**src/rtl/decode_pkg.sv**
```systemverilog
// Shared opcode constants and control decode for the decode/issue stage.
// Opcode groups follow the MIPS-like encoding in bits [31:26].
package decode_pkg;

    localparam logic [5:0] OP_RTYPE    = 6'h00;
    localparam logic [5:0] OP_ANDI     = 6'h0C;
    localparam logic [5:0] OP_ORI      = 6'h0D;
    localparam logic [5:0] OP_XORI     = 6'h0E;
    localparam logic [2:0] OP_IMM_GRP  = 3'b001;
    localparam logic [2:0] OP_LOAD_GRP = 3'b100;

    typedef struct packed {
        logic wr_en;
        logic mem_rd;
        logic zext;
        logic use_rd;
    } ctrl_t;

    function automatic ctrl_t decode_ctrl(input logic [5:0] op);
        ctrl_t c;
        c        = '0;
        c.use_rd = (op == OP_RTYPE);
        c.mem_rd = (op[5:3] == OP_LOAD_GRP);
        c.wr_en  = c.use_rd || (op[5:3] == OP_IMM_GRP) || c.mem_rd;
        c.zext   = (op == OP_ANDI) || (op == OP_ORI) || (op == OP_XORI);
        return c;
    endfunction

endpackage

```
**src/rtl/regfile_bypass.sv**
```systemverilog
// Two-read, one-write register file with same-cycle writeback bypass.
// Entry 0 reads as zero and ignores writes when ZERO_REG is set.
module regfile_bypass #(
    parameter int NBITS    = 32,
    parameter int NREGS    = 32,
    parameter int ZERO_REG = 1,
    localparam int RW      = $clog2(NREGS)
) (
    input  logic             i_clk,
    input  logic             i_rst,
    input  logic             i_wb_en,
    input  logic [RW-1:0]    i_wb_sel,
    input  logic [NBITS-1:0] i_wb_data,
    input  logic [RW-1:0]    i_rd_a,
    input  logic [RW-1:0]    i_rd_b,
    output logic [NBITS-1:0] o_rd_a,
    output logic [NBITS-1:0] o_rd_b
);

    localparam bit ZR = (ZERO_REG != 0);

    logic [NBITS-1:0] r_regs [NREGS];
    logic             w_we;

    assign w_we = i_wb_en && (!ZR || (i_wb_sel != '0));

    always_ff @(posedge i_clk or negedge i_rst) begin
        if (!i_rst) begin
            for (int i = 0; i < NREGS; i++) begin
                r_regs[i] <= '0;
            end
        end else if (w_we) begin
            r_regs[i_wb_sel] <= i_wb_data;
        end
    end

    always_comb begin
        o_rd_a = r_regs[i_rd_a];
        if (w_we && (i_wb_sel == i_rd_a)) o_rd_a = i_wb_data;
        if (ZR && (i_rd_a == '0)) o_rd_a = '0;
    end

    always_comb begin
        o_rd_b = r_regs[i_rd_b];
        if (w_we && (i_wb_sel == i_rd_b)) o_rd_b = i_wb_data;
        if (ZR && (i_rd_b == '0)) o_rd_b = '0;
    end

endmodule

```
**src/rtl/decode_issue_stage.sv**
```systemverilog
// Decode/issue stage: field decode, operand read, load-use interlock
// and the registered issue bundle toward execute.
module decode_issue_stage
    import decode_pkg::*;
#(
    parameter int NBITS    = 32,
    parameter int NREGS    = 32,
    parameter int ZERO_REG = 1,
    localparam int RW      = $clog2(NREGS)
) (
    input  logic             i_clk,
    input  logic             i_rst,
    input  logic             i_valid,
    input  logic [NBITS-1:0] i_pc,
    input  logic [NBITS-1:0] i_instr,
    output logic             o_ready,
    input  logic             i_wb_en,
    input  logic [RW-1:0]    i_wb_sel,
    input  logic [NBITS-1:0] i_wb_data,
    input  logic             i_flush,
    input  logic             i_ex_ready,
    output logic             o_valid,
    output logic [NBITS-1:0] o_pc,
    output logic [NBITS-1:0] o_rs_data,
    output logic [NBITS-1:0] o_rt_data,
    output logic [NBITS-1:0] o_imm,
    output logic [RW-1:0]    o_rs,
    output logic [RW-1:0]    o_rt,
    output logic [RW-1:0]    o_dst,
    output logic             o_reg_wr_en,
    output logic             o_mem_rd
);

    ctrl_t            w_ctrl;
    logic [RW-1:0]    w_rs, w_rt, w_rd, w_dst;
    logic [NBITS-1:0] w_rs_data, w_rt_data, w_imm;
    logic             w_hazard;

    assign w_ctrl = decode_ctrl(i_instr[31:26]);
    assign w_rs   = RW'(i_instr[25:21]);
    assign w_rt   = RW'(i_instr[20:16]);
    assign w_rd   = RW'(i_instr[15:11]);
    assign w_dst  = w_ctrl.use_rd ? w_rd : w_rt;
    assign w_imm  = w_ctrl.zext
                  ? {{(NBITS-16){1'b0}}, i_instr[15:0]}
                  : {{(NBITS-16){i_instr[15]}}, i_instr[15:0]};

    regfile_bypass #(
        .NBITS    (NBITS),
        .NREGS    (NREGS),
        .ZERO_REG (ZERO_REG)
    ) u_rf (
        .i_clk     (i_clk),
        .i_rst     (i_rst),
        .i_wb_en   (i_wb_en),
        .i_wb_sel  (i_wb_sel),
        .i_wb_data (i_wb_data),
        .i_rd_a    (w_rs),
        .i_rd_b    (w_rt),
        .o_rd_a    (w_rs_data),
        .o_rd_b    (w_rt_data)
    );

    // The bubble clears o_mem_rd, so a load can stall its consumer once only.
    assign w_hazard = o_valid && o_mem_rd && (o_dst != '0) && i_valid
                   && ((o_dst == w_rs) || (o_dst == w_rt));

    assign o_ready = i_ex_ready && !w_hazard;

    always_ff @(posedge i_clk or negedge i_rst) begin
        if (!i_rst) begin
            o_valid     <= 1'b0;
            o_pc        <= '0;
            o_rs_data   <= '0;
            o_rt_data   <= '0;
            o_imm       <= '0;
            o_rs        <= '0;
            o_rt        <= '0;
            o_dst       <= '0;
            o_reg_wr_en <= 1'b0;
            o_mem_rd    <= 1'b0;
        end else if (i_flush) begin
            o_valid     <= 1'b0;
            o_reg_wr_en <= 1'b0;
            o_mem_rd    <= 1'b0;
        end else if (i_ex_ready) begin
            if (w_hazard || !i_valid) begin
                o_valid     <= 1'b0;
                o_reg_wr_en <= 1'b0;
                o_mem_rd    <= 1'b0;
            end else begin
                o_valid     <= 1'b1;
                o_pc        <= i_pc;
                o_rs_data   <= w_rs_data;
                o_rt_data   <= w_rt_data;
                o_imm       <= w_imm;
                o_rs        <= w_rs;
                o_rt        <= w_rt;
                o_dst       <= w_dst;
                o_reg_wr_en <= w_ctrl.wr_en;
                o_mem_rd    <= w_ctrl.mem_rd;
            end
        end
    end

endmodule

```
**config.mk**
```make
export PLATFORM = sky130hd
export DESIGN_NAME = decode_issue_stage
export DESIGN_NICKNAME = d
export VERILOG_FILES = /design/src/rtl/decode_pkg.sv /design/src/rtl/regfile_bypass.sv /design/src/rtl/decode_issue_stage.sv
export SDC_FILE = /design/constraint.sdc
export NUM_CORES = 2
export LEC_CHECK = 0
export CORE_AREA = 10 10 397 399
export CTS_CLUSTER_SIZE = 10
export DETAILED_ROUTE_END_ITERATION = 16
export DIE_AREA = 0 0 407 409
export GPL_ROUTABILITY_DRIVEN = 1
export SLEW_MARGIN = 15
export SYNTH_ARGS = -nofsm -noshare
export SYNTH_HDL_FRONTEND = slang
export SYNTH_SLANG_ARGS = --single-unit
```
**constraint.sdc**
```tcl
create_clock -name i_clk -period 2 [get_ports i_clk]
set_clock_uncertainty 0.15 [all_clocks]
set_input_delay 0.3 -clock i_clk [delete_from_list [all_inputs] [get_ports i_clk]]
set_output_delay 0.3 -clock i_clk [all_outputs]
set_load 0.01 [all_outputs]
```
==> reports/qor_table.md <==
| Result | Reported | Unit |
|---|---|---|
| Status | complete, but fails checks | - |
| Violated checks | negative setup slack | - |
| Placeable core region | 0.149 | mm2 |
| Post-synthesis instance area | 0.0581 | mm2 |
| Total I/O pin count | 254 | - |
| Unrepaired setup endpoints after global routing | true | - |
| Power per unit of standard cell area | 944 | mW/mm2 |
| Worst min-delay path class | in -> reg | - |
| Synthesized Nets | 4642 | - |
| CTS tree | yes | - |
| Top FF cell, synth | sky130_fd_sc_hd__dfrtp_1 | - |
| Via/cell ratio | 6.22 | - |
| P_leak | 31.8 | nW |
| Clock Sink Count | 1155 | - |
| Die width | 407 | um |
| First-pass GRT wire length | 318000 | um |
| Detail Placement HPWL | 148000 | um |
| Maximum ir drop on the vdd rail | 0.000789 | V |
| Flop-to-flop setup slack | -660 | ps |
| CP Max Fanout | 5 | - |
| Hold Path Stages | 2 | - |
| Data required time at the worst endpoint | 2500 | ps |
| Maximum number of pins on one net before global-route repair | 107 | - |
| Startpoint of the most critical hold path | i_pc[29] | - |
| Total vias in the final route | 44.6k | - |
| Overall die height | 409 | um |
| Post-Route Setup TNS | -67700 | ps |
| Worst r2r path cells | 11 | - |
| Area added between synthesis and finish | 26.8 | % |
| Aggregate routed wire length | 220000 | um |
| Number of port buffers | 253 | - |
| Final Slew Violations | 0 | - |
| Standard-cell rows | 142 | - |
| DRC viols | 0 | - |
| Max clock buf depth | 3 | - |
| Initial core utilization | 0.389 | - |
| Initial antenna violation count | 10 | - |
| Starting DRC count in detailed routing | 4873 | - |
| Final Worst Setup Slack | -655 | ps |
| Vias in the first global route | 45.3k | - |
| Post-synth EDFFs | 0 | - |
| Synthesized area per cell | 12.8 | um2 |
| Insertion delay to the later sink of the worst-skew pair | 790 | ps |
| Last weighted congestion value of the routability-driven placer | 0.890 | - |
| Post-synth cell types | 40 | - |
| Area of the die | 0.166 | mm2 |
| DRT Pass-1 Iters | 5 | - |
| Final period util | 1.33 | - |
| Startpoint type of the worst setup path | register | - |
| CP endpoint kind | register | - |
| Cells after synthesis | 4535 | - |
| Number of warnings reported in the yosys synthesis log | 0 | - |
| Share of synthesized registers carrying an async set or reset | 1.00 | - |
| Root buf cell | sky130_fd_sc_hd__clkbuf_16 | - |
| Final setup vio count | 137 | - |
| Worst hold endpoint | o_pc[29] | - |
| Endpoint of the most critical register-to-register path | o_pc[26] | - |
| Sum of overflow across all layers after global routing | 0 | - |
| Worst relative slew slack | 0.511 | - |
| Startpoint-to-endpoint class of the critical path | reg -> reg | - |
| Maximum achievable frequency | 0.377 | GHz |
| Number of levels the H-tree was split into | 4 | - |
| Cell total after placement | 6869 | - |
| Worst endpoint data arrival time | 3160 | ps |
| Reg2reg start | o_dst[4] | - |
| Clock buffers created by TritonCTS | 137 | - |
| Post-route insts no fill | 7171 | - |
| Register bit total from synthesis | 1155 | - |
| WL per Instance | 30.6 | um |
| CTS clock-pin slew for the worst setup and hold paths | 60 | ps |
| Fraction of the yosys area taken by sequential cells | 0.498 | - |
| Post-route ant nets | 0 | - |
| Layout cells sized above 1 | 0.404 | - |
| Endpoints failing hold | 0 | - |
| Gr usage total | 0.258 | - |
| Number of nets in the final layout | 5211 | - |
| Final critical path time including I/O delays and setup | 2660 | ps |
| Worst Tran Pin Value | 732 | ps |
| Maxcap violations | 0 | - |
cells by family after synthesis:
family          Yosys count  share of synthesized area
compound gates          975                     0.0991
simple gates            790                     0.0562
mux                    1061                      0.305
xor+xnor                 21                    0.00317
buf+inv                 533                     0.0391
flops                  1155                      0.498
cells in the final DEF, fill, tap and decap left out, drive strengths merged, types with 9 or more instances in the layout:
cell	n
a2111oi	65
a211o	64
buf	665
clkbuf	184
clkdlybuf4s15	47
clkdlybuf4s50	100
dfrtp	1155
dlygate4sd2	64
dlygate4sd3	36
inv	41
mux2	549
mux4	512
nand2	663
nand3	9
nand3b	11
nor2	20
nor4	65
o21ai	577
o22ai	257
xnor2	17
how the worst max path moves through the flow:
stage                startpoint       endpoint  slack, ps  cells after the start
floorplan           i_instr[24]  o_rs_data[16]        -90                      8
global placement    i_instr[19]        o_ready       -940                      7
detailed placement  i_instr[19]  o_rt_data[13]       -940                      8
CTS                    o_dst[0]        o_ready       -590                      5
global route           o_dst[0]        o_ready       -660                      5
finish                 o_dst[4]       o_pc[26]       -660                     11
cell usage after synthesis, types with 4 or more instances:
cell / n / area, um2
sky130_fd_sc_hd__dfrtp_1: 1155 / 28900
sky130_fd_sc_hd__nand2_1: 663 / 2490
sky130_fd_sc_hd__o21ai_0: 577 / 2890
sky130_fd_sc_hd__mux2_2: 549 / 6180
sky130_fd_sc_hd__mux4_2: 512 / 11500
sky130_fd_sc_hd__clkbuf_1: 333 / 1250
sky130_fd_sc_hd__o22ai_1: 257 / 1610
sky130_fd_sc_hd__buf_2: 113 / 566
sky130_fd_sc_hd__a2111oi_0: 65 / 569
sky130_fd_sc_hd__nor4_1: 65 / 407
sky130_fd_sc_hd__a211o_1: 64 / 561
sky130_fd_sc_hd__inv_1: 35 / 131
sky130_fd_sc_hd__buf_1: 26 / 97.6
sky130_fd_sc_hd__nor2_1: 20 / 75.1
sky130_fd_sc_hd__buf_4: 18 / 135
sky130_fd_sc_hd__xnor2_1: 17 / 149
sky130_fd_sc_hd__nand3b_1: 11 / 82.6
sky130_fd_sc_hd__nand3_1: 9 / 45.0
sky130_fd_sc_hd__buf_6: 8 / 90.1
sky130_fd_sc_hd__or3_1: 6 / 37.5
sky130_fd_sc_hd__xor2_1: 4 / 35.0
report_power, final:
part           leakage, nW  switching (W)  internal (W)
sequential            14.8        0.00368        0.0278
combinational         15.2        0.00656       0.00867
clock                 1.88        0.00999        0.0128
state kept, by name, summed over array words and instances, names as in the netlist, 5 cells and up:
| name | count |
|---|---|
| o_dst | 5 |
| o_imm | 17 |
| o_pc | 32 |
| o_rs | 5 |
| o_rs_data | 32 |
| o_rt | 5 |
| o_rt_data | 32 |
| u_rf.r_regs | 1024 |
layer usage:
layer / vias up / wire [um] / share of wire / global-route usage
met5: - / 95 / 0.00043 / 0
met4: 14 / 7840 / 0.036 / 0.0854
met3: 500 / 24600 / 0.11 / 0.0779
met2: 2416 / 96800 / 0.44 / 0.383
met1: 23500 / 90400 / 0.41 / 0.360
li1: 18200 / - / - / -
what timing repair did:
| action | CTS | global route |
|---|---|---|
| hold endpoints to repair | 1189 | 0 |
| gates cloned | 9 | 6 |
| pin swaps | 6 | 7 |
| endpoints found under the setup margin | 278 | 145 |
| setup buffers | 61 | 8 |
| gates resized for setup | 418 | 42 |
| hold buffers | 36 | 0 |
worst max-delay path: stages, from the launching register on:
cell	delay (ps)
sky130_fd_sc_hd__dfrtp_2	500
sky130_fd_sc_hd__xnor2_1	230
sky130_fd_sc_hd__nand3_2	150
sky130_fd_sc_hd__o22ai_4	260
sky130_fd_sc_hd__buf_4	180
sky130_fd_sc_hd__buf_6	130
sky130_fd_sc_hd__buf_4	130
sky130_fd_sc_hd__a21oi_4	70
sky130_fd_sc_hd__buf_6	140
sky130_fd_sc_hd__buf_6	130
sky130_fd_sc_hd__clkbuf_16	150
sky130_fd_sc_hd__mux2_4	300
cell type report:
cell class | count | area, um2
inverter | 35 | 135
antenna | 3 | 7.51
multi-input combinational | 2847 | 27600
tap | 2016 | 2520
timing repair buffer | 928 | 10500
fill | 12900 | 75800
sequential | 1155 | 29000
clock buffer | 172 | 3660
clock inverter | 15 | 205
per-stage QoR:
stage	setup slack, ps	util	cell area (um2)	hold WS [ps]	total power, W
final	-655	0.493	73600	23.2	0.0695
after global placement	-945	0.457	68300	109	0.0458
after global routing	-656	0.493	73600	21.1	0.0724
after CTS	-592	0.491	73400	1.24	0.0695
after floorplan	-88.6	-	59000	-146	0.0397
after detailed placement	-937	0.457	68300	106	0.0464
(Power assumes the default switching activity.)
